===== config.mk =====
export PLATFORM = sky130hd
export DESIGN_NAME = uniq_trk_sched
export DESIGN_NICKNAME = d
export VERILOG_FILES = /design/src/rtl/uniq_trk_sched.sv
export SDC_FILE = /design/constraint.sdc
export NUM_CORES = 1
export LEC_CHECK = 0
export BUFFER_PORTS_ARGS = -buffer_cell sky130_fd_sc_hd__clkbuf_2
export CAP_MARGIN = 30
export CORE_UTILIZATION = 51
export CTS_BUF_LIST = sky130_fd_sc_hd__clkbuf_16
export CTS_CLUSTER_SIZE = 8
export DETAILED_ROUTE_END_ITERATION = 8
export PLACE_DENSITY = 0.81
export SLEW_MARGIN = 0
export SYNTH_ARGS = -nofsm -noshare
export SYNTH_HDL_FRONTEND = slang
export SYNTH_SLANG_ARGS = --single-unit

===== constraint.sdc =====
create_clock -name clk_in -period 2.3 [get_ports clk_in]
set_input_delay 0.115 -clock clk_in [delete_from_list [all_inputs] [get_ports clk_in]]
set_output_delay 0.115 -clock clk_in [all_outputs]
set_load 0.02 [all_outputs]

===== src/rtl/uniq_trk_sched.sv =====
// Scheduler that time-shares one 4-deep uniqueness tracker between N_REQ valid/ready requesters.
// Optional macro UNIQ_TRK_SCHED_FIXED_PRIO_EN selects lowest-index-wins priority instead of round-robin.
module uniq_trk_sched #(
    parameter int DATA_W       = 8,
    parameter int N_REQ        = 4,
    parameter int TRK_LAT      = 2,
    parameter int FLUSH_CYCLES = 2,
    localparam int ID_W        = $clog2(N_REQ)
) (
    input  logic                    clk_in,
    input  logic                    reset_in,
    input  logic [N_REQ-1:0]        req_valid,
    input  logic [N_REQ*DATA_W-1:0] req_data,
    output logic [N_REQ-1:0]        req_ready,
    input  logic                    flush_in,
    output logic                    flush_busy,
    output logic                    trk_reset,
    output logic [DATA_W-1:0]       trk_data,
    output logic                    rsp_valid,
    output logic [ID_W-1:0]         rsp_id,
    output logic [DATA_W-1:0]       rsp_data
);

    localparam int CNT_W = $clog2(FLUSH_CYCLES + 1);

    typedef enum logic [1:0] {EMPTY, RUN, FLUSH} state_t;

    state_t             state;
    state_t             next_state;
    logic [CNT_W-1:0]   cnt;
    logic [DATA_W-1:0]  words [N_REQ];
    logic               handshake;
    logic [ID_W-1:0]    winner;
    logic [ID_W-1:0]    cand;
    logic [DATA_W-1:0]  sel_data;
    int                 base;

    logic               dl_valid [TRK_LAT+1];
    logic [ID_W-1:0]    dl_id    [TRK_LAT+1];
    logic [DATA_W-1:0]  dl_data  [TRK_LAT+1];

`ifndef UNIQ_TRK_SCHED_FIXED_PRIO_EN
    logic [ID_W-1:0]    rr_ptr;
`endif

    always_comb begin
        for (int i = 0; i < N_REQ; i++) begin
            words[i] = req_data[i*DATA_W +: DATA_W];
        end
    end

    // Search starts just past the last winner so a held request is served within N_REQ grants.
    always_comb begin
        req_ready = '0;
        handshake = 1'b0;
        winner    = '0;
        cand      = '0;
        sel_data  = '0;
`ifdef UNIQ_TRK_SCHED_FIXED_PRIO_EN
        base      = 0;
`else
        base      = int'(rr_ptr) + 1;
`endif
        if (state != FLUSH && !flush_in) begin
            for (int k = 0; k < N_REQ; k++) begin
                cand = ID_W'((base + k) % N_REQ);
                if (!handshake && req_valid[cand]) begin
                    handshake = 1'b1;
                    winner    = cand;
                end
            end
            if (handshake) begin
                req_ready[winner] = 1'b1;
                sel_data          = words[winner];
            end
        end
    end

    always_ff @(posedge clk_in or posedge reset_in) begin
        if (reset_in) begin
            state <= EMPTY;
        end else begin
            state <= next_state;
        end
    end

    always_comb begin
        next_state = state;
        if (flush_in) begin
            next_state = FLUSH;
        end else begin
            case (state)
                EMPTY:   if (handshake) next_state = RUN;
                RUN:     next_state = RUN;
                FLUSH:   if (cnt == '0) next_state = EMPTY;
                default: next_state = EMPTY;
            endcase
        end
    end

    // Tracker stays in clear until a real word arrives, so stale trk_data is never latched.
    always_ff @(posedge clk_in or posedge reset_in) begin
        if (reset_in) begin
            trk_reset  <= 1'b1;
            trk_data   <= '0;
            cnt        <= '0;
            flush_busy <= 1'b0;
        end else if (flush_in) begin
            trk_reset  <= 1'b1;
            cnt        <= CNT_W'(FLUSH_CYCLES - 1);
            flush_busy <= 1'b1;
        end else begin
            if (state == FLUSH) begin
                if (cnt == '0) begin
                    flush_busy <= 1'b0;
                end else begin
                    cnt <= cnt - 1'b1;
                end
            end
            if (handshake) begin
                trk_data  <= sel_data;
                trk_reset <= 1'b0;
            end
        end
    end

`ifndef UNIQ_TRK_SCHED_FIXED_PRIO_EN
    always_ff @(posedge clk_in or posedge reset_in) begin
        if (reset_in) begin
            rr_ptr <= ID_W'(N_REQ - 1);
        end else if (handshake) begin
            rr_ptr <= winner;
        end
    end
`endif

    // The last stage doubles as the response register; tag and word only move with a valid entry.
    always_ff @(posedge clk_in or posedge reset_in) begin
        if (reset_in) begin
            for (int s = 0; s <= TRK_LAT; s++) begin
                dl_valid[s] <= 1'b0;
                dl_id[s]    <= '0;
                dl_data[s]  <= '0;
            end
        end else if (flush_in) begin
            for (int s = 0; s <= TRK_LAT; s++) begin
                dl_valid[s] <= 1'b0;
            end
        end else begin
            dl_valid[0] <= handshake;
            if (handshake) begin
                dl_id[0]   <= winner;
                dl_data[0] <= sel_data;
            end
            for (int s = 1; s <= TRK_LAT; s++) begin
                dl_valid[s] <= dl_valid[s-1];
                if (dl_valid[s-1]) begin
                    dl_id[s]   <= dl_id[s-1];
                    dl_data[s] <= dl_data[s-1];
                end
            end
        end
    end

    assign rsp_valid = dl_valid[TRK_LAT];
    assign rsp_id    = dl_id[TRK_LAT];
    assign rsp_data  = dl_data[TRK_LAT];

endmodule


; ---- Yosys cells after proc, flatten, opt, wreduce, memory -nomap -nowiden
; Index checks and enable logic that the tools add are counted.
[classes]
add_sub_neg = 5
magnitude_cmp = 7
eq_ne = 6
mux = 45
bitwise_logic = 2
n_reduce_logical = 20
[ops]
columns = cell, count
row1 = $mux 8, 4
row2 = $mux 2, 12
row3 = $mux 1, 19
row4 = $bmux 8 s2, 1
row5 = $lt 2x3->1 const B, 5
row6 = $reduce_and 2->1, 6
row7 = $bmux 1 s2, 4
row8 = $mux 4, 2
row9 = $ne 3x3->1 const B, 2
row10 = $pmux 2 s3, 1
row11 = $reduce_bool 2->1, 3
row12 = $logic_and 1x1->1, 5
row13 = $add 2x1->2 const B, 2
row14 = $add 2x2->2 const B, 2
row15 = $logic_not 1->1, 4
row16 = $logic_not 2->1, 2
row17 = $ne 2x2->1 const B, 2
row18 = $ge 3x3->1 const B, 1
row19 = $mux 3, 1
row20 = $not 2->3, 1
row21 = $demux 1 s2, 1
row22 = $eq 2x1->1 const B, 1
row23 = $eq 2x2->1 const B, 1
row24 = $ge 2x1->1 const B, 1
row25 = 2 further kinds, 2
[word_totals]
ff_bits = 41
out_inout_bits = 25
elab_cells = 99

; ---- Longest topological paths before layout
; Gate-level depths: netlist (run 1).
[logic_depth]
ltp_word = 23
depth_mapped = 7
ltp_nobuf = 7

; ---- Worst setup path before layout (run 1)
; Ideal clock, no wire load.
[synth_path]
path_type = reg-to-output
startpoint = reg rr_ptr[1]
endpoint = out req_ready[0]
arrival_time_ps = 1605
required_time_ps = 2185
slack_ps = 580
stages_incl_launch_ff = 6
n_path_buf = 1
path_cell_list = dfstp_2 > nand2b_1 > a21o_1 > nand3_2 > buf_6 > nor3_1
[synth_via]
elab_chain_len = 23
elab_cells_between_ends = 38
[synth_lines]
columns = element, line_no
row1 = start: declaration, 43  ; logic [ID_W-1:0] rr_ptr;
row2 = start signal: assignment, 130  ; rr_ptr <= ID_W'(N_REQ - 1);
row3 = start signal: assignment, 132  ; rr_ptr <= winner;
row4 = $add 2x1->2 *, 62  ; base = int'(rr_ptr) + 1;
row5 = $bmux 1 s2, 67  ; if (!handshake && req_valid[cand]) begin
row6 = $mux 1 (implied by the code), 67
row7 = $mux 1, 67
row8 = $mux 1, 64  ; if (state != FLUSH && !flush_in) begin
row9 = $logic_not 1->1, 67
row10 = $logic_and 1x1->1, 67
row11 = $mux 1, 67
row12 = (+7 left out), --
row13 = $mux 2, 67
row14 = $mux 2, 64
row15 = $lt 2x3->1 (implied by the code) / $ge 2x1->1 (equally long branches), 73  ; req_ready[winner] = 1'b1;
row16 = $logic_and 1x1->1 (implied by the code), 73
row17 = $mux 1 (implied by the code), 73
row18 = $demux 1 s2, 73
row19 = $mux 4 *, 72  ; if (handshake) begin
row20 = $mux 4 *, 64
row21 = end: declaration, 14  ; output logic [N_REQ-1:0] req_ready,
; Every way passes the cells marked *; elsewhere a longest branch is shown, timed or not. The select of a mux whose other input is x is not followed.

; ---- Worst setup path after layout (run 1)
; Ends and elaborated chain as after synthesis.

==> results.py, run 1 <==
metrics = {
    "global_routing": {
        "pin_count_of_the_biggest_net_entering_global_routing": 42,
        "number_of_antenna_violations_at_the_first_check_in_global_routing": 0,
        "grt_pass1_wl_mm": 6.327,
        "track_usage_pct": 20.22,
        "gr-total-overflow": 0,
        "number_of_global_route_vias_before_repair": 1324,
    },
    "timing": {
        "grt_setup_unrepaired": "no",
        "tightestPinTransition_ns": 0.5451,
        "setup_total_negative_slack_ns": 0,
        "report.final.hold_viol_count": 0,
        "timing.final.crit_period_ns": 2.100,
        "timing.final.crit_share_pct": 91.32,
        "timing.clock.skew_ns": 0.004723,
        "setup-violations-final": 0,
        "maxSlewHeadroom_pct": 63.53,
        "finalWorstSetupSlack_ns": 0.1997,
        "timing.final.max_slew_violations": 0,
        "fmax_mhz": 476.1,
    },
    "power_and_ir_drop": {
        "ir_drop_v": 0.0006852,
        "totalPowerFinal_uw": 3237,
        "power_leakage_uw": 0.001229,
        "power_density_nw_per_um2": 1309,
    },
    "clock_tree": {
        "clock_tree_from_tritoncts": "yes",
        "clock_tree.htree_level_count": 2,
        "clk_pin_slew_ns": 0.06,
        "cts.sink_count": 41,
        "total_cts_buffers": 5,
        "ctsRootBufferMaster": "clkbuf_16",
        "clock_insertion_delay_worst_skew_ns": 0.28,
        "clockBufferDepth": 2,
        "cts_setup_buffers": 0,
    },
    "floorplanning": {
        "fp.dieH_um": 65.59,
        "coreArea_um2": 3771,
        "floorplan.initialDensity_pct": 54.68,
        "floorplan.die.width_um": 65.59,
        "die_area_um2": 4301,
        "io_pins": 64,
        "core.rowCount": 22,
    },
    "finish": {
        "n_antenna_cell": 0,
        "final_net_count": 270,
        "drive_gt1_share_pct": 46.32,
        "areaGrowthSynthToFinish_pct": 19.90,
        "commonest_non_fill_non_tap_cell_in_the_layout": "clkbuf_2",
        "layout.cells.non_filler": 279,
        "layout_common_cells": "clkbuf_2 (63), dfrtp_1 (38), mux2_2 (20)",
        "num-fill-cells": 292,
    },
    "detailed_routing": {
        "avgRoutedWirePerCell_um": 14.03,
        "drt_wl_total_mm": 3.913,
        "routed-via-count": 1454,
        "detail_route.drc_violations": 0,
        "route.antenna.remaining_nets": 0,
        "detail_route.iter0.violations": 59,
        "avgViaCountPerCell": 5.211,
        "drtPass1Iterations": 4,
    },
    "logic_synthesis": {
        "synth-warning-count": 0,
        "syn_area_um2": 2062,
        "seq_area_frac_synth_pct": 49.94,
        "syn-mean-instance-area_um2": 11.46,
        "yosysUniqueCellTypes": 38,
        "edff_count_synth": 0,
        "async_set_reset_flop_share_out_of_synthesis_pct": 100.0,
        "postSynthNetCount": 220,
        "synth_seq_cells": 41,
        "synthFlopType": "dfrtp_1",
        "postSynthCellCount": 180,
    },
    "critical_path": {
        "critical_path.endpoint_type": "primary output",
        "setup_slack_on_the_worst_flop_to_flop_path_ns": 0.40,
        "timing.critical_path.from_type": "flip-flop",
        "timing.critical_path.required_ns": 2.18,
        "crit_fanout": 19,
        "worstSetupPathType": "reg2out",
        "critPathArrivalTime_ns": 1.99,
    },
    "outcome": {
        "status": "finished clean",
    },
    "place": {
        "placement.io_buffers": 63,
        "gpl.final_weighted_congestion": 0.8181,
        "dpl.cell_count": 270,
        "post-dp-hpwl_mm": 2.841,
        "place_worst_setup_slack_ns": 0.2981,
    },
    "job": {
        "maxCapViolations": 0,
    },
    "worst_hold_path": {
        "hp-class": "in2reg",
    },
}
-- final timing paths --
check / from / endpoint / depth (start not counted)
setup / recovery: rr_ptr[1] / req_ready[0] / 5
hold / removal: flush_in / cnt[1] / 2
setup reg to reg: rr_ptr[1] / dl_data[18] / 5
hold reg to reg: state[1] / state[0] / 1
max in group asynchronous: reset_in / rr_ptr[1] / 4
min in group asynchronous: reset_in / rsp_id[1] / 4
-- layer usage --
layer / vias up / wire [um] / track usage [%]
met5: - / 0 / 0
met4: 0 / 79 / 8.967
met3: 10 / 227 / 4.861
met2: 63 / 1722 / 28.99
met1: 668 / 1884 / 28.80
li1: 713 / - / -
-- worst max-delay path, stage by stage (launching register included) --
cell and delay [ns]:
dfstp_2 0.57, a21boi_1 0.10, o21bai_4 0.26, nand3_4 0.28
nor3_1 0.28, clkbuf_2 0.21
-- synth_stat cells (all sizes together), types with 2 or more instances --
cell type	n	area share, %
dfrtp	38	46
dfstp	3	3.8
a221oi	7	3.0
mux2i	8	3.9
buf	23	8.4
and3	8	2.4
nor2b	4	1.3
inv	8	1.6
nor2	17	3.1
o21ai	2	0.48
nand2	11	2.4
a211oi	9	3.5
nor3	2	0.49
a21o	2	0.73
nand3	2	1.3
mux2	20	11
nand2b	3	0.91
-- sequential cells by signal, indices dropped and copies added (netlist names), 2 cells and up --
signal / count
rr_ptr: 2
dl_data: 16
rsp_id: 2
dl_valid: 2
rsp_data: 8
dl_id: 4
cnt: 2
state: 2
-- metrics by stage --
step | cell area (um2) | util, % | hold WS [ns]
floorplan | 2062 | - | 0.3423
global placement | 2283 | 60.55 | 0.2436
detailed placement | 2283 | 60.55 | 0.2463
CTS | 2465 | 65.36 | 0.1122
global route | 2472 | 65.56 | 0.1310
finish | 2472 | 65.56 | 0.1119
-- layout make-up --
cell class,instances,area (um2),share of cell area [%]
inverter,8,32.53,1.316
clock inverter,3,46.29,1.872
multi-input combinational,107,830.8,33.60
sequential,41,1030,41.65
clock buffer,5,125.1,5.061
timing repair buffer,67,347.8,14.07
tap,48,60.06,2.429
-- power breakdown --
part / total, uW / switching (uW) / internal, uW
sequential: 1250 / 191 / 1060
combinational: 1200 / 682 / 518
clock: 785 / 273 / 513
-- kinds of logic (layout without fill, tap and decap cells) --
logic type | after synthesis | in the layout | synth area share [%]
compound gates | 26 | 26 | 10.62
xor+xnor | 1 | 1 | 0.4248
fa+ha+maj | 1 | 1 | 0.6067
buf+inv | 32 | 83 | 10.13
flops | 41 | 41 | 49.94
mux | 28 | 28 | 14.81
simple gates | 51 | 51 | 13.47
-- timing repair --
action                                 CTS  global route
gates resized for setup                  0             1
setup endpoints to repair                0             3
endpoints found under the hold margin   38             0
hold buffers                             1             0
Power figures use the tool's default switching activity.
==> run 2: changes to the inputs <==
CORE_UTILIZATION = 35   (was 51)
PLACE_DENSITY = 0.59   (was 0.81)
==> run 2 against run 1 <==
  * Final cell count is 9.0% higher
  * Final area is 0.91% higher
  * Largest cell class unchanged
  * Highest routed layer unchanged
  * Largest power group unchanged
  * Utilization is 21 points lower
  * Combinational power hardly changed
  * Global-route usage is 5.8 points lower
  * Setup slack worse by 0.017 ns
  * Clock-buffer cell count stayed put
==> results.py, run 2 (synthesis results as in run 1) <==
metrics = {
    "clock_tree": {
        "clock_tree_from_tritoncts": "yes",
        "clock_insertion_delay_worst_skew_ns": 0.28,
        "clock_tree.htree_level_count": 2,
        "cts.sink_count": 41,
        "clockBufferDepth": 2,
        "cts_hold_buf": 1,
        "clk_pin_slew_ns": 0.06,
        "total_cts_buffers": 5,
        "cts_setup_buffers": 0,
        "ctsRootBufferMaster": "clkbuf_16",
        "cts_repair_resize_count": 0,
    },
    "global_routing": {
        "track_usage_pct": 14.42,
        "pin_count_of_the_biggest_net_entering_global_routing": 42,
        "number_of_global_route_vias_before_repair": 1398,
        "number_of_antenna_violations_at_the_first_check_in_global_routing": 0,
        "gr-total-overflow": 0,
        "grt_pass1_wl_mm": 6.810,
    },
    "timing": {
        "report.final.hold_viol_count": 0,
        "tightestPinTransition_ns": 0.5415,
        "timing.clock.skew_ns": 0.005200,
        "fmax_mhz": 472.2,
        "maxSlewHeadroom_pct": 63.90,
        "timing.final.crit_period_ns": 2.118,
        "timing.final.max_slew_violations": 0,
        "setup-violations-final": 0,
        "holdWs_ns": 0.1250,
        "timing.final.crit_share_pct": 92.07,
        "setup_total_negative_slack_ns": 0,
        "grt_setup_unrepaired": "no",
    },
    "critical_path": {
        "cp_slowest_stage_delay_ns": 0.56,
        "setup_slack_on_the_worst_flop_to_flop_path_ns": 0.29,
        "timing.critical_path.slowest_stage_cell": "dfstp_2",
        "crit-reg2reg-launch": "rr_ptr[1]",
        "r2r_cells": 6,
        "critPathArrivalTime_ns": 2.00,
        "critical_path.endpoint_type": "primary output",
        "timing.critical_path.from_type": "flip-flop",
        "cp.buffers_inverters": 1,
        "timing.rr.end": "dl_data[17]",
        "timing.critical_path.required_ns": 2.18,
        "crit_fanout": 11,
        "worstSetupPathType": "reg2out",
        "crit_path_cell_trace": "a21boi_1 > o21bai_4 > nand3_2 > nor3_1 > clkbuf_2",
        "timing.critical_path.max_delay_family": "simple AND/OR/NAND/NOR gates",
    },
    "detailed_routing": {
        "avgRoutedWirePerCell_um": 13.95,
        "drtPass1Iterations": 4,
        "detail_route.drc_violations": 0,
        "drt_wl_total_mm": 4.241,
        "detail_route.iter0.violations": 90,
        "routed-via-count": 1440,
        "route.antenna.remaining_nets": 0,
        "avgViaCountPerCell": 4.737,
    },
    "worst_hold_path": {
        "min_to": "cnt[1]",
        "hp-class": "in2reg",
        "worst_hold_startpoint": "flush_in",
        "hold_depth": 2,
    },
    "floorplanning": {
        "fp.dieH_um": 78.76,
        "io_pins": 64,
        "core.rowCount": 27,
        "floorplan.initialDensity_pct": 36.77,
        "coreArea_um2": 5608,
        "floorplan.die.width_um": 78.76,
        "die_area_um2": 6202,
    },
    "finish": {
        "top_register": "dl_data",
        "n_antenna_cell": 0,
        "layout_common_cells": "clkbuf_2 (63), dfrtp_1 (38), mux2_2 (20)",
        "final_net_count": 271,
        "largest_reg_flops": 16,
        "num-fill-cells": 581,
        "commonest_non_fill_non_tap_cell_in_the_layout": "clkbuf_2",
        "areaGrowthSynthToFinish_pct": 20.99,
        "drive_gt1_share_pct": 46.12,
    },
    "place": {
        "gpl.final_weighted_congestion": 0.7385,
        "post-dp-hpwl_mm": 3.255,
        "placement.io_buffers": 63,
    },
    "outcome": {
        "status": "finished clean",
    },
    "power_and_ir_drop": {
        "power_leakage_uw": 0.001239,
        "ir_drop_v": 0.0004361,
        "power_density_nw_per_um2": 1284,
    },
    "job": {
        "maxCapViolations": 0,
    },
}
run 2: cell count changes in the layout (fill, tap and decap cells not counted):
cell	before	now
nand3_4	2	1
clkinv_2	0	1
buf_4	3	4
clkinv_4	1	0
inv_1	7	8
clkinvlp_4	1	0
nand3_2	0	1
run 2: metal layers:
metal / share of wire, % / wire (um) / vias up / track usage, %
met5: 0 / 0 / - / 0
met1: 48 / 2020 / 679 / 20.44
li1: - / - / 716 / -
met2: 48 / 2033 / 43 / 21.65
met3: 3.9 / 164 / 2 / 3.448
met4: 0.54 / 23 / 0 / 4.444
run 2: stage by stage:
stage | area (um2) | power [uW] | utilization [%] | setup WS (ns) | instances
2_1_floorplan | 2062 | 2329 | - | 0.5803 | 180
4_1_cts | 2495 | 3244 | 44.49 | 0.1730 | 304
3_5_place_dp | 2321 | 2466 | 41.39 | 0.3116 | 295
6_report | 2495 | 3203 | 44.49 | 0.1824 | 304
3_3_place_gp | 2321 | 2439 | 41.39 | 0.3535 | 295
5_1_grt | 2495 | 3425 | 44.49 | 0.07351 | 304
run 2: layout make-up:
| type | instances | area (um2) | area share [%] |
|---|---|---|---|
| Sequential cell | 41 | 1030 | 41.27 |
| Clock inverter | 3 | 38.79 | 1.555 |
| Clock buffer | 5 | 125.1 | 5.015 |
| Tap cell | 72 | 90.09 | 3.611 |
| Timing Repair Buffer | 68 | 355.3 | 14.24 |
| Multi-Input combinational cell | 107 | 823.3 | 33.00 |
| Inverter | 8 | 32.53 | 1.304 |
run 2: worst max path at each step:
stage | from | end | slack, ns | cells past startpoint
floorplan | rr_ptr[1] | req_ready[0] | 0.58 | 5
global placement | rr_ptr[1] | dl_data[19] | 0.35 | 6
detailed placement | rr_ptr[1] | dl_data[17] | 0.31 | 6
CTS | rr_ptr[1] | req_ready[0] | 0.17 | 5
global route | rr_ptr[1] | req_ready[0] | 0.07 | 5
finish | rr_ptr[1] | req_ready[0] | 0.18 | 5
run 2: power by group:
part	switching, uW	leakage [uW]	total (uW)	internal (uW)
sequential	186	0.000480	1250	1060
clock	260	0.0000850	765	505
combinational	675	0.000674	1190	518
total	1120	0.00124	3200	2080
==> run 3: changes to the inputs <==
==> constraint.sdc (replaced) <==
create_clock -name clk_in -period 2.3 [get_ports clk_in]
set_input_delay 0.46 -clock clk_in [delete_from_list [all_inputs] [get_ports clk_in]]
set_output_delay 0.46 -clock clk_in [all_outputs]
set_load 0.02 [all_outputs]
==> run 3 against run 2 <==
  * Clock power shrank 15%
  * Critical path type unchanged
  * Worst hold slack gained 0.16 ns
  * Die area is the same
  * Clock-buffer cell count is the same
  * Global-route usage grew 1.1 points
  * Clock skew shrank 0.0033 ns
  * Combinational power grew 6%
  * First-iteration DRC count shrank 46%
==> results.py, run 3 (synthesis results as in run 1) <==
metrics = {
    "outcome": {
        "status": "finished clean",
    },
    "finish": {
        "final_net_count": 277,
        "areaGrowthSynthToFinish_pct": 22.57,
        "commonest_non_fill_non_tap_cell_in_the_layout": "clkbuf_2",
        "num-fill-cells": 559,
        "largest_reg_flops": 16,
        "finalCoreUtilization_pct": 45.07,
        "multi_input_area_um2": 839.6,
        "final_cell_area_um2": 2527,
        "layout_common_cells": "clkbuf_2 (63), dfrtp_1 (38), mux2_2 (20)",
        "top_register": "dl_data",
        "drive_gt1_share_pct": 49.16,
        "seq_area_um2": 1030,
        "n_antenna_cell": 0,
    },
    "critical_path": {
        "critPathArrivalTime_ns": 1.70,
        "crit_path_cell_trace": "nand2_1 > a21o_1 > nand3_2 > nand2_1 > nor2_1 > clkbuf_2",
        "r2r_cells": 6,
        "timing.critical_path.slowest_stage_cell": "dfstp_2",
        "crit-reg2reg-launch": "rr_ptr[1]",
        "cp.buffers_inverters": 1,
        "timing.critical_path.mode_cell": "nand2_1",
        "timing.critical_path.required_ns": 1.84,
        "timing.critical_path.max_delay_family": "flip-flops",
        "worstSetupPathType": "reg2out",
        "critPathCapture": "req_ready[1]",
        "crit_fanout": 6,
        "cp_slowest_stage_delay_ns": 0.58,
        "critical_path_depth": 6,
        "setup_slack_on_the_worst_flop_to_flop_path_ns": 0.39,
        "timing.rr.end": "dl_data[23]",
        "cp-startpoint": "rr_ptr[1]",
        "critical_path.endpoint_type": "primary output",
        "timing.critical_path.from_type": "flip-flop",
    },
    "clock_tree": {
        "cts_hold_buf": 0,
        "clock_insertion_delay_worst_skew_ns": 0.28,
        "cts.sink_count": 41,
        "ctsRootBufferMaster": "clkbuf_16",
        "clockBufferDepth": 2,
        "clock_tree_from_tritoncts": "yes",
        "cts_repair_resize_count": 0,
        "clock_tree.htree_level_count": 2,
        "total_cts_buffers": 5,
        "cts_setup_buffers": 0,
        "clk_pin_slew_ns": 0.05,
    },
    "detailed_routing": {
        "drt_wl_total_mm": 4.502,
        "routed-via-count": 1508,
        "drtPass1Iterations": 4,
        "detail_route.drc_violations": 0,
        "avgViaCountPerCell": 4.865,
        "route.antenna.remaining_nets": 0,
        "detail_route.iter0.violations": 49,
        "avgRoutedWirePerCell_um": 14.52,
    },
    "power_and_ir_drop": {
        "sequentialPowerShare_pct": 39.7,
        "power_leakage_uw": 0.001253,
        "intPower_uw": 2010,
        "power.switching_uw": 1158,
        "power_density_nw_per_um2": 1253,
        "p_comb_share_pct": 39.8,
        "power.switching_fraction_pct": 36.55,
        "clkPwrFrac_pct": 20.5,
        "ir_drop_v": 0.0005706,
    },
    "timing": {
        "grt_setup_unrepaired": "no",
        "setup_total_negative_slack_ns": 0,
        "report.final.hold_viol_count": 0,
        "timing.clock.skew_ns": 0.001923,
        "timing.final.crit_share_pct": 94.06,
        "setup-violations-final": 0,
        "maxSlewHeadroom_pct": 60.40,
        "tightestPinTransition_ns": 0.5918,
        "timing.final.max_slew_violations": 0,
        "fmax_mhz": 462.3,
        "timing.final.crit_period_ns": 2.163,
    },
    "floorplanning": {
        "core.rowCount": 27,
        "io_pins": 64,
        "coreArea_um2": 5608,
        "floorplan.initialDensity_pct": 36.77,
        "floorplan.die.width_um": 78.76,
        "die_area_um2": 6202,
        "fp.dieH_um": 78.76,
    },
    "global_routing": {
        "gr-total-overflow": 0,
        "pin_count_of_the_biggest_net_entering_global_routing": 42,
        "grt_pass1_wl_mm": 7.176,
        "number_of_antenna_violations_at_the_first_check_in_global_routing": 0,
        "track_usage_pct": 15.54,
        "number_of_global_route_vias_before_repair": 1448,
    },
    "worst_hold_path": {
        "hp-class": "in2async",
    },
    "place": {
        "post-dp-hpwl_mm": 3.400,
        "placement.io_buffers": 63,
        "placed_cell_area_um2": 2374,
        "gpl.final_weighted_congestion": 0.7487,
    },
    "job": {
        "maxCapViolations": 0,
    },
}
## run 3: final cells by class
class                      instances  share of cell area [%]
sequential                        41                   40.74
multi-input combinational        107                   33.22
timing repair buffer              74                   15.74
clock buffer                       5                   4.951
tap                               72                   3.564
inverter                           8                   1.287
clock inverter                     3                  0.4951
## run 3: worst min-delay path, delay by kind of cell
family / cells / cell delay, ns
buf+inv: 3 / 0.56
## run 3: worst min path at each step
stage,start,end,cells past startpoint
detailed placement,state[1],state[0],1
floorplan,state[1],state[0],1
CTS,reset_in,dl_data[8],3
global route,reset_in,dl_valid[2],3
global placement,state[1],state[0],1
finish,reset_in,rsp_id[1],3
## run 3: layer usage
metal  vias to the layer above  wire length (um)  GRT usage, %
li1                        732                 -             -
met1                       734              2175         20.44
met2                        37              2064         24.17
met3                         5               172         3.563
met4                         0                89         7.222
met5                         -                 0             0
## run 3: power by group through the flow
stage	clock [uW]	sequential, uW	combinational (uW)
after floorplan	0	1220	1110
after global placement	0	1270	1230
after detailed placement	0	1270	1260
after CTS	670	1260	1260
after global routing	700	1300	1380
final	648	1260	1260
## run 3: stage by stage
stage	setup slack, ns	power (uW)	cells	hold WS, ns
2_1_floorplan	0.2353	2329	180	0.4029
3_3_place_gp	0.2465	2499	302	0.4184
3_5_place_dp	0.2199	2534	302	0.4189
4_1_cts	0.02907	3197	310	0.3011
5_1_grt	0.01999	3387	310	0.3374
6_report	0.1367	3167	310	0.2865
